[src/rtl/muldiv_pkg.sv]
// muldiv_pkg: shared op/state encodings and width-derived constants for the multiply/divide unit.
package muldiv_pkg;
  localparam int DEF_WIDTH = 32;
  typedef enum logic [1:0] {OP_MULT, OP_MULTU, OP_DIV, OP_DIVU} op_e;
  typedef enum logic [1:0] {IDLE, CALC, FIX} state_e;
  function automatic int cnt_w(input int w);
    return $clog2(w) + 1;
  endfunction
endpackage

[src/rtl/muldiv_unit.sv]
// muldiv_unit: iterative shift-add multiply / restoring divide producing MIPS HI/LO.
module muldiv_unit
  import muldiv_pkg::*;
#(
  parameter int WIDTH = DEF_WIDTH
) (
  input  logic             clk,
  input  logic             rst,
  input  logic             start,
  input  logic [1:0]       op,
  input  logic [WIDTH-1:0] rs_data,
  input  logic [WIDTH-1:0] rt_data,
  input  logic             mthi,
  input  logic             mtlo,
  output logic [WIDTH-1:0] hi,
  output logic [WIDTH-1:0] lo,
  output logic             busy,
  output logic             done
);
  localparam int CW = cnt_w(WIDTH);
  state_e state_q, state_d;
  op_e op_q, op_d;
  logic [2*WIDTH-1:0] p_q, p_d;
  logic [WIDTH-1:0] b_q, b_d, hi_q, hi_d, lo_q, lo_d;
  logic [CW-1:0] cnt_q, cnt_d;
  logic neg_q, neg_d, rneg_q, rneg_d, busy_q, busy_d, done_q, done_d;
  logic sgn, sa, sb, dz;
  logic [WIDTH:0] add_s, sub_s;
  logic [2*WIDTH:0] sh;
  logic [2*WIDTH-1:0] prod;
  logic [WIDTH-1:0] quo, rem;
  always_comb begin
    sgn = (op == OP_MULT) || (op == OP_DIV);
    dz = op[1] && (rt_data == '0);
    sa = sgn && rs_data[WIDTH-1] && !dz;
    sb = sgn && rt_data[WIDTH-1];
    add_s = {1'b0, p_q[2*WIDTH-1:WIDTH]} + (p_q[0] ? {1'b0, b_q} : '0);
    sh = {p_q, 1'b0};
    sub_s = sh[2*WIDTH:WIDTH] - {1'b0, b_q};
    prod = neg_q ? -p_q : p_q;
    quo = neg_q ? -p_q[WIDTH-1:0] : p_q[WIDTH-1:0];
    rem = rneg_q ? -p_q[2*WIDTH-1:WIDTH] : p_q[2*WIDTH-1:WIDTH];
    state_d = state_q;
    op_d = op_q;
    p_d = p_q;
    b_d = b_q;
    cnt_d = cnt_q;
    neg_d = neg_q;
    rneg_d = rneg_q;
    hi_d = hi_q;
    lo_d = lo_q;
    done_d = 1'b0;
    case (state_q)
      IDLE: begin
        if (start) begin
          // A zero divisor keeps the raw dividend unsigned so HI ends up equal to rs_data.
          op_d = op_e'(op);
          p_d = {{WIDTH{1'b0}}, sa ? -rs_data : rs_data};
          b_d = sb ? -rt_data : rt_data;
          neg_d = sa ^ (sb && !dz);
          rneg_d = sa;
          cnt_d = '0;
          state_d = CALC;
        end else begin
          hi_d = mthi ? rs_data : hi_q;
          lo_d = mtlo ? rs_data : lo_q;
        end
      end
      CALC: begin
        p_d = !op_q[1] ? {add_s, p_q[WIDTH-1:1]}
            : !sub_s[WIDTH] ? {sub_s[WIDTH-1:0], p_q[WIDTH-2:0], 1'b1}
            : sh[2*WIDTH-1:0];
        cnt_d = cnt_q + 1'b1;
        state_d = (cnt_q == CW'(WIDTH - 1)) ? FIX : CALC;
      end
      FIX: begin
        hi_d = op_q[1] ? rem : prod[2*WIDTH-1:WIDTH];
        lo_d = op_q[1] ? quo : prod[WIDTH-1:0];
        done_d = 1'b1;
        state_d = IDLE;
      end
      default: state_d = IDLE;
    endcase
    busy_d = state_d != IDLE;
  end
  always_ff @(posedge clk) begin
    if (rst) begin
      state_q <= IDLE;
      op_q <= OP_MULT;
      p_q <= '0;
      b_q <= '0;
      cnt_q <= '0;
      neg_q <= 1'b0;
      rneg_q <= 1'b0;
      hi_q <= '0;
      lo_q <= '0;
      busy_q <= 1'b0;
      done_q <= 1'b0;
    end else begin
      state_q <= state_d;
      op_q <= op_d;
      p_q <= p_d;
      b_q <= b_d;
      cnt_q <= cnt_d;
      neg_q <= neg_d;
      rneg_q <= rneg_d;
      hi_q <= hi_d;
      lo_q <= lo_d;
      busy_q <= busy_d;
      done_q <= done_d;
    end
  end
  assign hi = hi_q;
  assign lo = lo_q;
  assign busy = busy_q;
  assign done = done_q;
endmodule

[config.mk]
export PLATFORM = sky130hd
export DESIGN_NAME = muldiv_unit
export DESIGN_NICKNAME = d
export VERILOG_FILES = /design/src/rtl/muldiv_pkg.sv /design/src/rtl/muldiv_unit.sv
export SDC_FILE = /design/constraint.sdc
export NUM_CORES = 1
export LEC_CHECK = 0
export CAP_MARGIN = 30
export CORE_UTILIZATION = 45
export DETAILED_ROUTE_END_ITERATION = 6
export HOLD_SLACK_MARGIN = 0.15
export PLACE_DENSITY = 0.73
export SLEW_MARGIN = 0
export SYNTH_ARGS = -nofsm -noshare
export SYNTH_HDL_FRONTEND = slang
export SYNTH_SLANG_ARGS = --single-unit
[constraint.sdc]
create_clock -name clk -period 4 [get_ports clk]
set_input_delay 1 -clock clk [delete_from_list [all_inputs] [get_ports clk]]
set_output_delay 1 -clock clk [all_outputs]
set_load 0.03 [all_outputs]
==> key figures <==
Run status
  – Status: completed

Run
  – Maxcap violations: 0

Timing
  – Setup_tns: 0 ns
  – Final worst-path cycle share: 0.9382
  – Min cycle time layout: 3.753 ns
  – Achievable Freq: 0.2665 GHz
  – Max Slew Vio Count: 0
  – Final setup viols: 0
  – RSZ-0062 raised after global routing: false
  – Worst Tran Pin Value: 0.9880 ns
  – Final Hold Vio Count: 0
  – Clock Skew: 0.01850 ns
  – Slew Limit Headroom: 0.3400

Clocking
  – Buffer count from post-CTS setup fixing: 0
  – Clk_lat worst skew: 0.45 ns
  – CTS tree: built
  – Clock sinks: 173
  – Hold Buf Count CTS: 0
  – CTS Buf Count: 17
  – Maximum buffer depth of the clock tree: 2
  – Clk root buf: clkbuf_16
  – H-tree Lvls: 4
  – Post_cts resized: 0
  – Reg clk slew, reported paths: 0.08 ns

Worst setup path
  – CP Class: flop to flop
  – Setup crit start kind: flop
  – Crit Reg-Reg Startpoint: p_q[0]
  – Crit Path Max Fanout: 27
  – Worst endpoint required time: 4.32 ns
  – Reg2Reg Setup Slack: 0.25 ns
  – WP data arrival: 4.08 ns
  – Reg-to-Reg End: p_q[57]
  – R2r worst-path depth: 13
  – Critical Path Sink Type: flop

Cells and area
  – Layout cells sized above 1: 0.07926
  – Non-Filler Instances: 2226
  – Most frequent cells in the layout: dfxtp_1 (172), nor2_1 (151), clkdlybuf4s50_1 (135)
  – Most common cell after layout, fill and taps aside: dfxtp_1
  – Synth-to-Final Area Change: 19.48%
  – Fill count: 2733
  – Util after Layout: 0.5530
  – Multi-input logic area: 9348 um2
  – Ant diodes: 0
  – Register area: 3465 um2
  – Design area: 16090 um2
  – Fin nets: 1971

Routing
  – Drt pass-1 iters: 5
  – Final WL: 42410 um
  – Vias/cell: 6.199
  – Post-DR wirelength/cell: 19.05 um
  – Final ANT Viol Nets: 0
  – DR vias: 13800
  – 1st-iter DRT viols: 1226
  – Detailed-route DRC error count: 0

Global route
  – GR Layer Usage met3: 0.03264
  – Grt ovf: 0
  – Vias in the first global route: 13064
  – GRT Total Usage: 0.2724
  – Initial antenna violation count: 0
  – GR Util met2: 0.4487
  – First-pass GRT wire length: 67390 um
  – Busiest grt layer: met2
  – Pin count of the biggest net entering global routing: 62
  – GR Layer Usage met1: 0.3626

Power and ir drop
  – PwrDens: 324.6 nW/um2
  – Leakage: 6.108 nW
  – Maximum VDD drop: 0.0003313 V

Synth
  – Sequential share of the synthesized area: 0.2572
  – Syn Nets: 1858
  – Synthesized flop and latch total: 173
  – FFs w/ async S/R, synth: 0
  – Post-synth EDFFs: 0
  – Dominant synthesized flop cell: dfxtp_1
  – Post-Syn Area: 13460 um2
  – Yosys warnings: 0
  – Mapped Cells: 1716
  – Syn avg cell area: 7.846 um2
  – Post-synthesis cell type count: 81

Worst hold path
  – WHS Endpoint: b_q[15]
  – Worst Hold Class: flop to flop
  – Hold depth: 2
  – Worst Hold Launch: b_q[15]

Floorplanning
  – Starting Density: 0.4628
  – Die X-Extent: 175.0 um
  – IO Pins: 137
  – Total Die Area: 30620 um2
  – Rows: 62
  – Core box area: 29090 um2
  – Vert. Die Dim: 175.0 um

Placement
  – Gpl congestion: 0.9454
  – Hpwl dp: 31800 um
  – DP Cell Count: 2194
  – # port buffers: 136
  – DP Area: 15450 um2
[cells by family after synthesis]
kind of cell,after synthesis,synth area share
AND/OR/NAND/NOR,497,0.1827
XOR/XNOR,163,0.1060
multiplexers,52,0.03866
buffers and inverters,177,0.05176
AO/OA/AOI/OAI,583,0.2965
flip-flops,173,0.2572
adder cells (fa/ha/maj),71,0.06709
[how the worst max path moves through the flow]
stage	from	to	slack [ns]	cells past startpoint
6_report	p_q[0]	p_q[57]	0.25	13
5_1_grt	p_q[0]	p_q[57]	0.08	13
4_1_cts	p_q[0]	p_q[57]	0.35	13
3_5_place_dp	rs_data[1]	p_q[28]	-0.05	12
3_3_place_gp	rs_data[0]	p_q[28]	0.02	12
2_1_floorplan	rs_data[0]	p_q[28]	0.65	11
[cell usage after synthesis (5+ instances only)]
cell	n	area (um2)
nand3b_1	8	60.06
nor4_1	9	56.30
dfxtp_1	173	3463
a21o_1	26	195.2
o21ai_0	100	500.5
nor2_1	153	574.3
a22oi_1	76	570.6
inv_1	67	251.5
a211oi_1	51	382.9
and2_1	8	50.05
nor2b_1	29	181.4
or4_1	19	142.6
o211ai_1	17	127.6
clkbuf_1	94	352.8
o41ai_1	12	105.1
mux2i_1	52	520.5
or3_1	21	131.4
o31ai_1	32	240.2
a31oi_1	11	68.82
a21oi_1	92	460.4
xor2_1	91	797.0
o21bai_1	14	105.1
o22ai_1	62	387.9
o21a_1	9	67.56
o221ai_1	24	210.2
or2_2	9	56.30
and3_1	8	50.05
nor3b_1	7	52.55
ha_1	69	863.3
buf_2	8	40.04
xnor2_1	72	630.6
nor3_1	36	180.2
buf_1	5	18.77
nand2b_1	18	112.6
nand2_1	124	465.5
nand3_1	20	100.1
nand4_1	9	56.30
[power by group]
| group | switching, mW | internal (mW) |
|---|---|---|
| registers | 0.121 | 1.82 |
| clock network | 0.860 | 0.915 |
| logic | 0.880 | 0.623 |
[metal layers]
| layer | routed length, um | up-vias |
|---|---|---|
| li1 | - | 6598 |
| met1 | 18750 | 6498 |
| met2 | 19570 | 600 |
| met3 | 2863 | 104 |
| met4 | 1232 | 0 |
| met5 | 0 | - |
[state kept, by name, indices dropped and copies added (netlist names)]
signal	cells
b_q	32
neg_q	1
state_q	2
busy	1
rneg_q	1
done	1
cnt_q	6
hi	32
op_q	1
lo	32
p_q	64
[worst max-delay path: stages (launching register included)]
cell      delay, ns
dfxtp_1        0.34
inv_1          0.20
buf_4          0.37
nor2_1         0.08
ha_1           0.34
nor2b_1        0.17
o31ai_1        0.37
a22oi_1        0.25
nand3_1        0.19
a31o_2         0.22
a21oi_1        0.11
o41ai_1        0.60
mux2i_1        0.28
o211ai_1       0.10
[per-stage QoR]
stage	setup WS (ns)	power [mW]	hold slack (ns)
2_1_floorplan	0.6469	2.972	0.4319
3_3_place_gp	0.01738	3.427	0.4407
3_5_place_dp	-0.05008	3.452	0.4483
4_1_cts	0.3546	5.206	0.4574
5_1_grt	0.07924	5.460	0.4760
6_report	0.2470	5.222	0.4594
[layout make-up]
cell class | instances | share of cell area
sequential | 173 | 0.2154
timing repair buffer | 204 | 0.1185
clock inverter | 15 | 0.01307
multi-input combinational | 1366 | 0.5811
inverter | 67 | 0.01563
clock buffer | 17 | 0.02644
tap | 384 | 0.02987
(Power assumes the default switching activity.)
